--- src/rtl/name_issue_scheduler.sv ---
// name_issue_scheduler: grants whole names to one of two lanes (idle-first, round-robin)
// and streams each name word by word into its lane, holding every word HOLD_CYCLES unstalled clocks.
module name_issue_scheduler #(
    parameter int WORD_SIZE       = 32,
    parameter int MAX_NAME_LENGTH = 8,
    parameter int WORD_IDX_SIZE   = 3,
    parameter int LEN_SIZE        = 4,
    parameter int HOLD_CYCLES     = 2,
    parameter int COUNT_SIZE      = 16
) (
    input  logic                                 clk_in,
    input  logic                                 rst_in,
    input  logic [WORD_SIZE*MAX_NAME_LENGTH-1:0] name_in,
    input  logic [LEN_SIZE-1:0]                  name_len_in,
    input  logic                                 name_valid_in,
    output logic                                 name_ready_out,
    input  logic                                 lane_stall_in_1,
    input  logic                                 lane_stall_in_2,
    output logic [WORD_SIZE-1:0]                 lane_word_out_1,
    output logic [WORD_SIZE-1:0]                 lane_word_out_2,
    output logic                                 lane_valid_out_1,
    output logic                                 lane_valid_out_2,
    output logic [WORD_IDX_SIZE-1:0]             lane_idx_out_1,
    output logic [WORD_IDX_SIZE-1:0]             lane_idx_out_2,
    output logic                                 lane_first_out_1,
    output logic                                 lane_first_out_2,
    output logic                                 lane_last_out_1,
    output logic                                 lane_last_out_2,
    output logic [COUNT_SIZE-1:0]                issued_count_out_1,
    output logic [COUNT_SIZE-1:0]                issued_count_out_2,
    output logic [COUNT_SIZE-1:0]                drop_count_out
);
    localparam int NW = WORD_SIZE * MAX_NAME_LENGTH;
    localparam int HW = HOLD_CYCLES > 1 ? $clog2(HOLD_CYCLES) : 1;
    typedef enum logic {IDLE, ISSUE} state_t;
    logic [1:0] idle, grant, stall;
    logic rr, accept, zero;
    logic [LEN_SIZE-1:0] eff_len;
    logic [COUNT_SIZE-1:0] drop;
    assign stall          = {lane_stall_in_2, lane_stall_in_1};
    assign name_ready_out = |idle;
    assign accept         = name_valid_in && name_ready_out;
    assign zero           = name_len_in == '0;
    assign eff_len        = name_len_in > LEN_SIZE'(MAX_NAME_LENGTH) ? LEN_SIZE'(MAX_NAME_LENGTH) : name_len_in;
    // rr=0 favours lane 1 when both lanes are idle
    assign grant[0] = accept && !zero && idle[0] && (!idle[1] || !rr);
    assign grant[1] = accept && !zero && idle[1] && (!idle[0] || rr);
    assign drop_count_out = drop;
    always_ff @(posedge clk_in) begin
        if (rst_in) begin
            rr   <= 1'b0;
            drop <= '0;
        end else begin
            if (grant[0]) rr <= 1'b1;
            else if (grant[1]) rr <= 1'b0;
            if (accept && zero) drop <= drop + 1'b1;
        end
    end
    for (genvar g = 0; g < 2; g++) begin : g_lane
        state_t st, st_nx;
        logic [NW-1:0] name_q;
        logic [LEN_SIZE-1:0] len_q;
        logic [WORD_IDX_SIZE-1:0] idx, idx_nx;
        logic [HW-1:0] hold, hold_nx;
        logic [COUNT_SIZE-1:0] issued;
        logic [WORD_SIZE-1:0] word;
        logic busy, first, last, done;
        assign idle[g] = st == IDLE;
        assign busy    = st == ISSUE;
        assign first   = busy && idx == '0;
        assign last    = busy && LEN_SIZE'(idx) == len_q - 1'b1;
        assign word    = busy ? name_q[WORD_SIZE*(MAX_NAME_LENGTH-1-int'(idx)) +: WORD_SIZE] : '0;
        always_ff @(posedge clk_in) begin
            if (rst_in) begin
                st     <= IDLE;
                idx    <= '0;
                hold   <= '0;
                name_q <= '0;
                len_q  <= '0;
                issued <= '0;
            end else begin
                st   <= st_nx;
                idx  <= idx_nx;
                hold <= hold_nx;
                if (grant[g]) begin
                    name_q <= name_in;
                    len_q  <= eff_len;
                end
                if (done) issued <= issued + 1'b1;
            end
        end
        always_comb begin
            st_nx   = st;
            idx_nx  = idx;
            hold_nx = hold;
            done    = 1'b0;
            if (grant[g]) begin
                st_nx   = ISSUE;
                idx_nx  = '0;
                hold_nx = '0;
            end else if (busy && !stall[g]) begin
                if (hold == HW'(HOLD_CYCLES - 1)) begin
                    hold_nx = '0;
                    idx_nx  = last ? '0 : idx + 1'b1;
                    st_nx   = last ? IDLE : ISSUE;
                    done    = last;
                end else begin
                    hold_nx = hold + 1'b1;
                end
            end
        end
    end
    assign lane_word_out_1    = g_lane[0].word;
    assign lane_word_out_2    = g_lane[1].word;
    assign lane_valid_out_1   = g_lane[0].busy;
    assign lane_valid_out_2   = g_lane[1].busy;
    assign lane_idx_out_1     = g_lane[0].idx;
    assign lane_idx_out_2     = g_lane[1].idx;
    assign lane_first_out_1   = g_lane[0].first;
    assign lane_first_out_2   = g_lane[1].first;
    assign lane_last_out_1    = g_lane[0].last;
    assign lane_last_out_2    = g_lane[1].last;
    assign issued_count_out_1 = g_lane[0].issued;
    assign issued_count_out_2 = g_lane[1].issued;
endmodule

--- config.mk ---
export PLATFORM = sky130hd
export DESIGN_NAME = name_issue_scheduler
export DESIGN_NICKNAME = d
export VERILOG_FILES = /design/src/rtl/name_issue_scheduler.sv
export SDC_FILE = /design/constraint.sdc
export NUM_CORES = 1
export LEC_CHECK = 0
export CAP_MARGIN = 0
export CORE_ASPECT_RATIO = 0.8
export CORE_UTILIZATION = 45
export DETAILED_ROUTE_END_ITERATION = 8
export DONT_BUFFER_PORTS = 1
export GPL_TIMING_DRIVEN = 1
export RECOVER_POWER = 50
export SETUP_SLACK_MARGIN = 0.2
export SLEW_MARGIN = 0
export SYNTH_ARGS = -nofsm -noshare
export SYNTH_HDL_FRONTEND = slang
export SYNTH_SLANG_ARGS = --single-unit
--- constraint.sdc ---
create_clock -name clk_in -period 2.5 [get_ports clk_in]
set_clock_uncertainty 0.2 [all_clocks]
set_input_delay 0.25 -clock clk_in [delete_from_list [all_inputs] [get_ports clk_in]]
set_output_delay 0.25 -clock clk_in [all_outputs]
set_load 0.02 [all_outputs]
==> results of run 1 <==
-- worst reg2reg max path: stages, from the launching register on --
cell and delay [ns]:
dfxtp_2 0.34, inv_2 0.05, ha_4 0.15, xor2_2 0.14
or3_4 0.34, buf_6 0.12, buf_6 0.12, a2111oi_4 0.45
nand4_1 0.18, mux2_4 0.33
-- per-stage QoR --
stage	total power, W	hold WS, ns	instances	instance area (um^2)	TNS (ns)
floorplan	0.0118	0.186	2919	24700	0
global placement	0.0123	0.151	3475	25700	0
detailed placement	0.0124	0.155	3475	25700	0
CTS	0.0213	-0.501	3861	30900	-18.23
global route	0.0221	-0.487	3920	32000	-21.75
finish	0.0214	-0.462	3926	32000	-17.20
-- power by group --
group	switching [W]	internal, W	total, W	leakage [nW]
registers	0.000293	0.00980	0.0101	4.73
clock network	0.00369	0.00484	0.00853	0.905
logic	0.00160	0.00112	0.00272	5.24
total	0.00558	0.0158	0.0214	10.9
-- kinds of logic (layout without fill, tap and decap cells) --
kind of cell	Yosys count	after routing	synth area share, %
flip-flops	579	579	46.9
adder cells (fa/ha/maj)	9	9	0.456
buffers and inverters	249	541	4.27
multiplexers	196	196	14.4
AO/OA/AOI/OAI	598	598	12.6
other	0	13	0
XOR/XNOR	26	26	0.922
AND/OR/NAND/NOR	1262	1262	20.3
-- synth_stat cells, types with 2 or more instances --
master    count  area, um^2
mux2_1        2        22.5
nor3_1        9        45.0
xor2_1        7        61.3
nor2b_1       7        43.8
and3_1        4        25.0
buf_1        19        71.3
inv_1        14        52.6
clkbuf_1    137         514
o31ai_1      18         135
nand2b_1      8        50.1
nor4_1        5        31.3
or2_2         2        12.5
xnor2_1      19         166
nor2_1       97         364
or3_1         8        50.1
ha_1          9         113
mux4_2      128        2880
nand3_1      18        90.1
or4_1        17         128
nand4_1       8        50.1
dfxtp_1     579       11600
mux2i_1      65         651
o21ai_0       8        40.0
a211oi_1      6        45.0
a31o_2        4        35.0
nand2_1    1066        4000
and2_1        2        12.5
buf_4         7        52.6
a21oi_1     551        2760
buf_2        69         345
and3b_1       2        17.5
o211ai_1      3        22.5
and4_1        3        26.3
-- state kept, by name, indices dropped and copies added (netlist names) --
signal / count
drop_count_out: 16
g_lane.hold: 2
g_lane.len_q: 8
g_lane.name_q: 512
issued_count_out_1: 16
issued_count_out_2: 16
lane_idx_out_1: 3
lane_idx_out_2: 3
lane_valid_out_1: 1
lane_valid_out_2: 1
rr: 1
-- layout make-up --
type	instances	area share [%]
Inverter	16	0.196
Clock inverter	13	0.387
Tap cell	702	2.75
Multi-Input combinational cell	2091	40.2
Antenna cell	13	0.102
Clock buffer	85	5.29
Timing Repair Buffer	427	14.8
Sequential cell	579	36.3
-- path summary, 6_finish.rpt --
| kind | end | from | slack (ns) |
|---|---|---|---|
| worst max-delay path | lane_word_out_2[3] | lane_idx_out_2[0] | -0.38 |
| worst min register to register | g_lane[1].name_q[18] | g_lane[1].name_q[18] | 0.25 |
| worst min-delay path | g_lane[1].len_q[2] | rst_in | -0.46 |
| worst max register to register | issued_count_out_2[15] | g_lane[1].len_q[0] | -0.03 |
-- routing by layer --
layer	vias up	global-route usage, %	wire length [um]
met5	-	0	102
met4	16	8.74	2410
li1	10400	-	-
met2	983	41.9	36500
met1	10900	42.2	37700
met3	175	6.00	7210
-- what timing repair did --
item,CTS,global route
hold endpoints to repair,579,567
hold buffers,245,29
setup endpoints to repair,90,97
pin swaps,58,39
setup buffers,37,21
gates resized for setup,111,129
gates cloned,6,2
==> impl_metrics.toml, run 1 <==
[cells_and_area]
multi_input_area_um2 = 12900
fillers = 4646
regArea_um2 = 11600
fin_util_pct = 59.2
final_common_cell = "nand2_1"
area_growth_pct = 29.5
final_cell_mix = "nand2_1, dfxtp_1, a21oi_1, dlygate4sd3_1, mux4_2"
layout.nets = 3446
drive_above_1_share_pct = 15.8

[critical_path]
crit_type = "flop to output pin"
cpMaxStageDelayCell = "mux4_2"
required_ns = 2.05
path_cells = "buf_12 -> mux4_2 -> mux2i_1 -> nor2_2"
cp-start-kind = "flop"
end_kind = "output pin"
critical_path_depth = 4
max_stage_delay_ns = 0.68
cp_num_buf_inv = 1
worstPathArrival_ns = 2.43
worst-path-max-fanout = 14
reg2regPathDepth = 9
critical-path-top-delay-family = "multiplexers"

[worst_hold_path]
hp-class = "input pin to flop"
hold_depth = 1

[cts]
cts_tree = "yes"
htreeDepth = 2
numCtsBuffers = 57
clock_latency_ns = 0.62
root_buffer = "clkbuf_16"
cts.clk_slew.worst_paths_ns = 0.06
cts.path.max_buffers = 3
clock-sinks = 579

[die]
die_height_um = 212
die_width_um = 264
row_count = 76
initial_utilization_pct = 45.7
io_pins = 390
die-area_um2 = 55800
core_area_um2 = 54000

[sta]
rsz0062_at_grt = "true"
setup_viol = 69
drv_slew = 0
layout_min_cycle_time_ns = 2.88
relSlewSlack_pct = 3.31
whs_ns = -0.462
hold_viol_final = 197
layout_setup_ws_ns = -0.384
worst_pin_slew_ns = 1.45
timing.fmax_ghz = 0.347
post-route-period-util_pct = 115

[place]
place_ws_ns = 0.0684
dpl.hpwl_um = 54900
gp_routability_congestion = 0.914
port_buffers = 0

[drt]
wl_per_cell_um = 21.4
viasPerCell = 5.71
drt_iter0_drc = 2196
wl_um = 83900
num_vias = 22400
ant_nets = 0
drtPass1Iterations = 6
drc = 0

[run]
maxCapViolCount = 0

[grt]
antenna_found_initial = 18
overflow = 0
grt_pass1_vias = 20500
grtUsageTotal_pct = 28.7
grt_pass1_wl_um = 124000
grt_start_max_net_pins = 584

[pwr]
p_leak_nw = 10.9
powerDensity_nw_per_um2 = 668
ir_drop_mv = 0.537

[synthesis]
synthFlopType = "dfxtp_1"
syn_inst = 2919
syn-cell-area_um2 = 24700
yosysUniqueCellTypes = 51
ys_warn_count = 0
synth.avg_cell_area_um2 = 8.46
syn_nets = 3193
synth-edff-count = 0
yosys_register_bits = 579
ys_seq_area_share_pct = 46.9
async_flop_share_pct = 0

[status]
violations = "negative hold slack, negative setup slack"
status = "complete, but fails checks"
No activity file was read; power rests on OpenSTA's default activity.
==> run 2, diff against run 1 <==
--- a/config.mk
+++ b/config.mk
@@ -7,7 +7,9 @@
 export LEC_CHECK = 0
 export CAP_MARGIN = 0
 export CORE_ASPECT_RATIO = 0.8
+export CORE_MARGIN = 4
 export CORE_UTILIZATION = 45
+export CTS_CLUSTER_SIZE = 12
 export DETAILED_ROUTE_END_ITERATION = 8
 export DONT_BUFFER_PORTS = 1
 export GPL_TIMING_DRIVEN = 1
==> run 2 against run 1 <==
Compared with the run above:
- the flow still finishes with violations (negative hold slack, negative setup slack)
- final cell count up 0.51%
- register-to-register slack worse by 0.11 ns
- routed wire length up 6.0%
- clock power up 3.8%
- combinational power up 3%
- non-clock buffer count up 18
- fmax up 3.3%
- critical path depth up 1
==> impl_metrics.toml, run 2 (synthesized netlist as in run 1, its figures left out) <==
[status]
status = "complete, but fails checks"
violations = "negative hold slack, negative setup slack"

[critical_path]
cpMaxStageDelayCell = "mux4_2"
reg2regPathDepth = 6
crit_type = "flop to output pin"
worstPathArrival_ns = 2.34
cp-start-kind = "flop"
max_stage_delay_ns = 0.63
critical_path_depth = 5
cp_num_buf_inv = 2
worst-path-max-fanout = 8
end_kind = "output pin"
critical-path-top-delay-family = "multiplexers"
required_ns = 2.05
path_cells = "buf_12 -> buf_16 -> mux4_2 -> mux2i_1 -> nor2_1"

[pwr]
p_total_w = 0.0218
p_leak_nw = 11.0
powerDensity_nw_per_um2 = 675
ir_drop_mv = 0.539

[cells_and_area]
stdcell_area_um2 = 32300
finalNonFillerCells = 3946
final_common_cell = "nand2_1"
final_cell_mix = "nand2_1, dfxtp_1, a21oi_1, dlygate4sd3_1, mux4_2"
largest_reg_flops = 512
regMostFlops = "g_lane.name_q"
area_growth_pct = 30.6
layout.nets = 3467
drive_above_1_share_pct = 15.7

[die]
core_area_um2 = 54100
row_count = 76
die-area_um2 = 58700
die_height_um = 218
io_pins = 390
die_width_um = 270
initial_utilization_pct = 45.6

[sta]
layout_setup_ws_ns = -0.293
relSlewSlack_pct = 2.29
worst_pin_slew_ns = 1.47
layout_min_cycle_time_ns = 2.79
drv_slew = 0
setup_viol = 79
whs_ns = -0.427
hold_viol_final = 132
post-route-period-util_pct = 112
rsz0062_at_grt = "true"
timing.fmax_ghz = 0.358

[drt]
wl_per_cell_um = 22.5
ant_nets = 0
wl_um = 89000
drc = 0
viasPerCell = 5.72
drtPass1Iterations = 5
num_vias = 22600
drt_iter0_drc = 2599

[grt]
antenna_found_initial = 15
grt_start_max_net_pins = 584
grt_pass1_vias = 21400
grtUsageTotal_pct = 28.8
overflow = 0
grt_pass1_wl_um = 132000

[cts]
root_buffer = "clkbuf_16"
numCtsBuffers = 60
cts.path.max_buffers = 3
cts.clk_slew.worst_paths_ns = 0.06
cts_tree = "yes"
clock-sinks = 579
htreeDepth = 2
clock_latency_ns = 0.61

[place]
gp_routability_congestion = 0.883
port_buffers = 0
placed_cells = 3481
dpl.hpwl_um = 56500
dpl-instance-area_um2 = 25800

[worst_hold_path]
hp-class = "input pin to flop"
hold_depth = 1

[run]
maxCapViolCount = 0
==> run 2: final timing paths <==
kind                                             from                      to  slack [ns]
worst max-delay path                lane_idx_out_2[0]      lane_word_out_2[5]       -0.29
worst min-delay path                           rst_in   issued_count_out_1[1]       -0.43
worst max register to register  issued_count_out_2[1]  issued_count_out_2[15]       -0.14
worst min register to register  g_lane[0].name_q[148]   g_lane[0].name_q[148]        0.25
==> run 2: report_power, final <==
| group | internal, W | leakage, nW | switching (W) | total, W |
|---|---|---|---|---|
| clock | 0.00512 | 0.935 | 0.00374 | 0.00885 |
| combinational | 0.00118 | 5.37 | 0.00163 | 0.00281 |
| sequential | 0.00981 | 4.73 | 0.000297 | 0.0101 |
| total | 0.0161 | 11.0 | 0.00567 | 0.0218 |
==> run 2: layer usage <==
layer / vias to the layer above / track usage (%) / wire, um / share of wire, %
met5: - / 0 / 69 / 0.078
met4: 12 / 8.19 / 2400 / 2.7
met3: 179 / 7.53 / 8150 / 9.2
met2: 1012 / 42.5 / 38200 / 43
met1: 11000 / 41.7 / 40100 / 45
li1: 10400 / - / - / -
==> run 2: worst reg2reg max path, delay by kind of cell, from the launching register on <==
| kind | cells | cell delay [ns] |
|---|---|---|
| AOI/OAI and AO/OA | 1 | 0.38 |
| and+or+nand+nor | 3 | 0.87 |
| buffers and inverters | 1 | 0.39 |
| DFF | 1 | 0.35 |
| muxes | 1 | 0.34 |
==> run 2: timing repair <==
action | CTS | global route
gates cloned | 15 | 4
endpoints found under the setup margin | 87 | 539
pin swaps | 44 | 32
resized for setup | 124 | 72
buffers inserted | 40 | 17
hold buffers | 271 | 5
endpoints found under the hold margin | 579 | 568
==> run 2: cell type report <==
type	count	area, um^2
Antenna cell	10	25.0
Multi-Input combinational cell	2091	12600
Timing Repair Buffer	445	5140
Clock buffer	94	1810
Inverter	16	62.6
Fill cell	4587	21900
Sequential cell	579	11600
Tap cell	702	878
Clock inverter	9	100
==> run 2: through the flow <==
| stage | TNS [ns] | setup slack, ns | utilization (%) |
|---|---|---|---|
| 2_1_floorplan | 0 | 0.198 | - |
| 3_3_place_gp | 0 | 0.145 | 47.6 |
| 6_report | -15.74 | -0.293 | 59.6 |
| 5_1_grt | -21.85 | -0.348 | 59.6 |
| 4_1_cts | -15.03 | -0.289 | 58.5 |
| 3_5_place_dp | 0 | 0.0724 | 47.6 |
